===== src/rtl/tl45_prefetch_queue.sv =====
// tl45_prefetch_queue
//
// Instruction prefetcher. It issues pipelined Wishbone reads ahead of the
// consumer and buffers the returned words in a small FIFO. Requests are
// issued only while the FIFO has room for every word already requested, so
// an ack can never find the FIFO full. Redirects (i_new_pc / i_flush) empty
// the FIFO, drop all in-flight requests and insert one idle "abort" cycle
// (cyc = stb = 0) before fetching resumes at the new address.
//
// Build option:
//   TL45_PREFETCH_ERR_ENTRY_EN  defined   : a bus error pushes an entry with
//                                           o_err = 1 and halts fetching
//                                           until the next redirect.
//                               undefined : a bus error aborts the bus cycle
//                                           and the faulting word is
//                                           re-requested; o_err is tied 0.
//
// Ports:
//   i_clk, i_reset        clock, synchronous active-high reset
//   i_flush               drop queue, refetch from the head (or oldest
//                         pending) PC
//   i_new_pc, i_pc        drop queue, fetch from i_pc (wins over i_flush)
//   o_wb_*                Wishbone pipelined master, read-only, word address
//   i_wb_ack/stall/err    Wishbone slave responses
//   i_wb_data             read data
//   o_valid, o_pc,        head entry of the queue
//   o_inst, o_err
//   o_count               entries currently held
//   i_ready               consumer takes the head when o_valid is high
module tl45_prefetch_queue #(
  parameter int          DEPTH    = 4,
  parameter logic [31:0] RESET_PC = 32'h0
) (
  input  logic                     i_clk,
  input  logic                     i_reset,
  input  logic                     i_flush,
  input  logic                     i_new_pc,
  input  logic [31:0]              i_pc,
  output logic                     o_wb_cyc,
  output logic                     o_wb_stb,
  output logic                     o_wb_we,
  output logic [29:0]              o_wb_addr,
  output logic [31:0]              o_wb_data,
  output logic [3:0]               o_wb_sel,
  input  logic                     i_wb_ack,
  input  logic                     i_wb_stall,
  input  logic                     i_wb_err,
  input  logic [31:0]              i_wb_data,
  output logic                     o_valid,
  output logic [31:0]              o_pc,
  output logic [31:0]              o_inst,
  output logic                     o_err,
  output logic [$clog2(DEPTH):0]   o_count,
  input  logic                     i_ready
);

  localparam int AW = $clog2(DEPTH);
  localparam int CW = AW + 1;
  localparam logic [CW:0] DEPTH_S = (CW+1)'(DEPTH);

  logic [31:0]   fetch_pc;
  logic [31:0]   ack_pc;
  logic [CW-1:0] outstanding;
  logic [CW-1:0] count;
  logic [AW-1:0] rd_ptr;
  logic [AW-1:0] wr_ptr;
  logic          halt;
  logic          abort;

  logic [31:0]   mem_pc   [DEPTH];
  logic [31:0]   mem_inst [DEPTH];
`ifdef TL45_PREFETCH_ERR_ENTRY_EN
  logic          mem_err  [DEPTH];
`endif

  logic [CW:0]   credit_sum;
  logic          stb;
  logic          accept;
  logic          resp;
  logic          resp_ok;
  logic          resp_err;
  logic          push;
  logic          pop;
  logic          redirect;
  logic          not_empty;
  logic [31:0]   redirect_pc;

  // Request side: credits cover both held entries and in-flight reads.
  assign credit_sum = {1'b0, count} + {1'b0, outstanding};
  assign stb        = (credit_sum < DEPTH_S) && !halt && !abort;
  assign accept     = stb && !i_wb_stall;

  // Responses are only meaningful while something is in flight; anything
  // arriving in the abort cycle belongs to the dropped bus cycle.
  assign resp      = (i_wb_ack || i_wb_err) && !abort && (outstanding != '0);
  assign resp_err  = resp && i_wb_err;
  assign resp_ok   = resp && !i_wb_err;
  assign not_empty = (count != '0);
  assign pop       = not_empty && i_ready;
  assign redirect  = i_new_pc || i_flush;

`ifdef TL45_PREFETCH_ERR_ENTRY_EN
  assign push = resp;
`else
  assign push = resp_ok;
`endif

  // A flush resumes at the oldest instruction not yet consumed.
  assign redirect_pc = i_new_pc  ? i_pc :
                       not_empty ? mem_pc[rd_ptr] : ack_pc;

  // ---- control state: updated once per cycle ----
  always_ff @(posedge i_clk) begin
    if (i_reset) begin
      fetch_pc    <= RESET_PC;
      ack_pc      <= RESET_PC;
      outstanding <= '0;
      count       <= '0;
      rd_ptr      <= '0;
      wr_ptr      <= '0;
      halt        <= 1'b0;
      // Holding abort high keeps stb low until the first cycle after reset.
      abort       <= 1'b1;
    end else if (redirect) begin
      fetch_pc    <= redirect_pc;
      ack_pc      <= redirect_pc;
      outstanding <= '0;
      count       <= '0;
      rd_ptr      <= '0;
      wr_ptr      <= '0;
      halt        <= 1'b0;
      abort       <= 1'b1;
    end else begin
      if (resp_err)
        outstanding <= '0;
      else
        outstanding <= outstanding + CW'(accept) - CW'(resp);

      if (resp_ok)
        ack_pc <= ack_pc + 32'd4;

`ifdef TL45_PREFETCH_ERR_ENTRY_EN
      abort <= 1'b0;
      if (resp_err)
        halt <= 1'b1;
      if (accept)
        fetch_pc <= fetch_pc + 32'd4;
`else
      // Retry the faulting word after a one-cycle bus abort.
      abort <= resp_err;
      if (resp_err)
        fetch_pc <= ack_pc;
      else if (accept)
        fetch_pc <= fetch_pc + 32'd4;
`endif

      count <= count + CW'(push) - CW'(pop);
      if (push)
        wr_ptr <= wr_ptr + 1'b1;
      if (pop)
        rd_ptr <= rd_ptr + 1'b1;
    end
  end

  // ---- queue storage: written on push, never reset ----
  always_ff @(posedge i_clk) begin
    if (push && !redirect && !i_reset) begin
      mem_pc[wr_ptr]   <= ack_pc;
`ifdef TL45_PREFETCH_ERR_ENTRY_EN
      mem_inst[wr_ptr] <= resp_err ? 32'h0 : i_wb_data;
      mem_err[wr_ptr]  <= resp_err;
`else
      mem_inst[wr_ptr] <= i_wb_data;
`endif
    end
  end

  assign o_wb_stb  = stb;
  assign o_wb_cyc  = stb || (outstanding != '0);
  assign o_wb_we   = 1'b0;
  assign o_wb_addr = fetch_pc[31:2];
  assign o_wb_data = 32'h0;
  assign o_wb_sel  = 4'hF;

  // Storage is not reset, so the head is masked while the queue is empty.
  assign o_valid = not_empty;
  assign o_count = count;
  assign o_pc    = not_empty ? mem_pc[rd_ptr]   : 32'h0;
  assign o_inst  = not_empty ? mem_inst[rd_ptr] : 32'h0;
`ifdef TL45_PREFETCH_ERR_ENTRY_EN
  assign o_err   = not_empty ? mem_err[rd_ptr] : 1'b0;
`else
  assign o_err   = 1'b0;
`endif

endmodule


===== config.mk =====
export PLATFORM = sky130hd
export DESIGN_NAME = tl45_prefetch_queue
export DESIGN_NICKNAME = d
export VERILOG_FILES = /design/src/rtl/tl45_prefetch_queue.sv
export SDC_FILE = /design/constraint.sdc
export NUM_CORES = 1
export LEC_CHECK = 0
export ABC_AREA = 1
export BUFFER_PORTS_ARGS = -buffer_cell sky130_fd_sc_hd__clkbuf_2
export CAP_MARGIN = 20
export CORE_MARGIN = 1
export CORE_UTILIZATION = 55
export DETAILED_ROUTE_END_ITERATION = 12
export PLACE_DENSITY = 0.77
export SETUP_SLACK_MARGIN = 0.5
export SYNTH_ARGS = -nofsm -noshare
export SYNTH_HDL_FRONTEND = slang
export SYNTH_SLANG_ARGS = --single-unit

===== constraint.sdc =====
create_clock -name i_clk -period 8.2 [get_ports i_clk]
set_clock_uncertainty 0.2 [all_clocks]
set_input_delay 1.23 -clock i_clk [delete_from_list [all_inputs] [get_ports i_clk]]
set_output_delay 1.23 -clock i_clk [all_outputs]
set_load 0.005 [all_outputs]

==> reports/metrics.yaml <==
synth_top_family_by_area: "simple AND/OR/NAND/NOR gates"
worst_slack_ns: 2.88
cts_sinks: 331
drive_gt1_share_pct: 12.2
dp_worst_setup_slack_ns: 2.42
yosysMostFrequentCell: "nand2_1"
fin_nets: 2196
maxCapViolCount: 0
initial_core_util_pct: 55.9
worst_slew_margin_rel_pct: 31.5
min_path_type: "flip-flop to flip-flop"
ys_ff_latch: 331
worst_pin_slew_ns: 1.03
grt_setup_unrepaired: "false"
synth_xor_area_share_pct: 0.423
synth_compound_area_share_pct: 11.6
synth-simple-area-share_pct: 21.8
netlist_area_um2: 16600
clock_latency_ns: 0.52
overflow: 0
cts.repair.resized: 0
io_pins: 210
wl_per_cell_um: 17.1
via_per_inst: 5.46
dp.cells: 2462
period_needed_ns: 5.32
dieArea_um2: 30800
area.growth.synth_to_final_pct: 12.7
wirelength_um: 43300
peakVddDrop_mv: 0.111
clkTransAtPathRegs_ns: 0.06
synthMuxAreaShare_pct: 0
antenna_found_initial: 0
yosys.area.top_type: "edfxtp_1"
crit_type: "input port to flip-flop"
cts_post_setup_buffers_inserted: 0
first_pass_iters: 8
holdBufCountCts: 0
max_clock_freq_ghz: 0.188
numCtsBuffers: 36
crit_fanout: 63
synth_area_leaders: "edfxtp_1 (46%), dfxtp_1 (9.1%), nand2_1 (8.6%)"
post-dp-hpwl_um: 27900
synthCells: 1980
nFillCells: 2525
crit_required_ns: 8.45
maxSlewViolCount: 0
synth-seq-area-share_pct: 55.5
cts_tree: "built"
outcome: "finished clean"
synth_edf_count: 256
synth_area_per_cell_um2: 8.36
fp.coreArea_um2: 29600
row_count: 63
dieHeight_um: 175
routabilityCongestion: 0.927
setup_viol: 0
htreeDepth: 2
max-clock-path-buffers: 3
synth_flop_cell: "edfxtp_1"
synth_common_cells: "nand2_1 (381), nor2_1 (373), edfxtp_1 (256)"
dr_total_vias: 13800
diodes: 0
grt_start_max_net_pins: 107
drtAntennaViolNets: 0
p_per_area_nw_per_um2: 202
synth_top_area_share_pct: 46.4
yosysWarningCount: 0
power_uw: 3760
drt_iter0_drc: 1428
synth-async-reset-ratio_pct: 0
root_buffer: "clkbuf_16"
synthAdderAreaFrac_pct: 1.15
grt_first_pass_wirelength_um: 67600
end_kind: "flip-flop"
grtUsageTotal_pct: 28.1
first_global_vias: 12700
timing.final.hold_violations: 0
drc: 0
synthDistinctLibCells: 40
tns_ns: 0
power.leakage_uw: 0.00797
crit_path_start_kind: "input port"
port_buffers: 171
cp_data_arrival_time_ns: 5.57
period_share_pct: 64.9
layout.cells.non_filler: 2527
final-seq-area_um2: 9190
multi_input_area_um2: 5960
dieWidth_um: 175
placed cells by master, fill, tap and decap left out, drive strengths merged:
cell type    n
buf         15
or2          1
nand2      386
nand4       13
nand3      101
a31oi        4
a21oi      111
ha          12
clkinvlp     1
nand3b       8
edfxtp     256
bufinv       5
fa           2
o31ai        2
and3         1
dfxtp       75
o221ai       2
conb        38
and2         3
o211ai       3
xnor2        5
o22ai        2
o21ai      251
inv        223
nor2       377
nor3         5
xor2         3
clkbuf     216
o21bai       1
clkinv      15
stage by stage:
step,util (%),cell area [um2],hold slack (ns)
after CTS,63.0,18700,0.268
after floorplan,-,16700,0.236
final,63.0,18700,0.276
after detailed placement,58.9,17500,0.259
after global placement,58.9,17500,0.244
after global routing,63.0,18700,0.299
report_power, final:
| group | internal, uW | switching [uW] | total [uW] |
|---|---|---|---|
| clock network | 1000 | 645 | 1650 |
| registers | 1840 | 59.3 | 1900 |
| logic | 77.0 | 138 | 215 |
| total | 2920 | 842 | 3760 |
cell type report:
type | count | area share [%]
timing repair buffer | 186 | 5.19
clock inverter | 20 | 1.24
sequential | 331 | 49.3
multi-input combinational | 1331 | 31.9
inverter | 224 | 4.51
tap | 390 | 2.61
clock buffer | 45 | 5.24
logic make-up after synthesis:
kind of cell | after synthesis
AOI/OAI and AO/OA | 376
xor gates and xnor gates | 8
adders and majority gates | 14
buffers and inverters | 354
DFF | 331
other | 2
and+or+nand+nor | 895
metal layers:
metal  vias to the layer above  share of wire (%)  track usage (%)  routed length [um]
li1                       6671                  -                -                   -
met1                      6409                 44             39.3               19000
met2                       623                 46             45.2               19700
met3                        84                7.3             3.31                3150
met4                         0                3.2             10.2                1400
met5                         -                  0                0                   0
worst max-delay path: stages:
cell,delay [ns]
clkbuf_2,0.10
inv_2,0.73
nand2_2,0.81
inv_2,0.97
nand2_2,0.42
inv_2,0.13
nand2_2,0.05
buf_4,0.25
inv_1,0.52
a21oi_1,0.12
a21oi_1,0.18
state kept, by name, summed over array words and instances (netlist names), named ones only:
signal	count
wr_ptr	2
rd_ptr	2
ack_pc	32
mem_pc	128
abort	1
outstanding	3
o_count	3
fetch_pc	30
mem_inst	128
final timing paths:
path / depth (start not counted) / to / slack [ns] / from
worst max-delay path: 11 / fetch_pc[30] / 2.88 / i_new_pc
worst min-delay path: 1 / flip-flop / 0.28 / rd_ptr[0]
worst max register to register: 7 / mem_pc[0][28] / 4.68 / outstanding[1]
worst min register to register: 1 / flip-flop / 0.28 / rd_ptr[0]
Note: power is estimated with default switching activity, not from simulation.
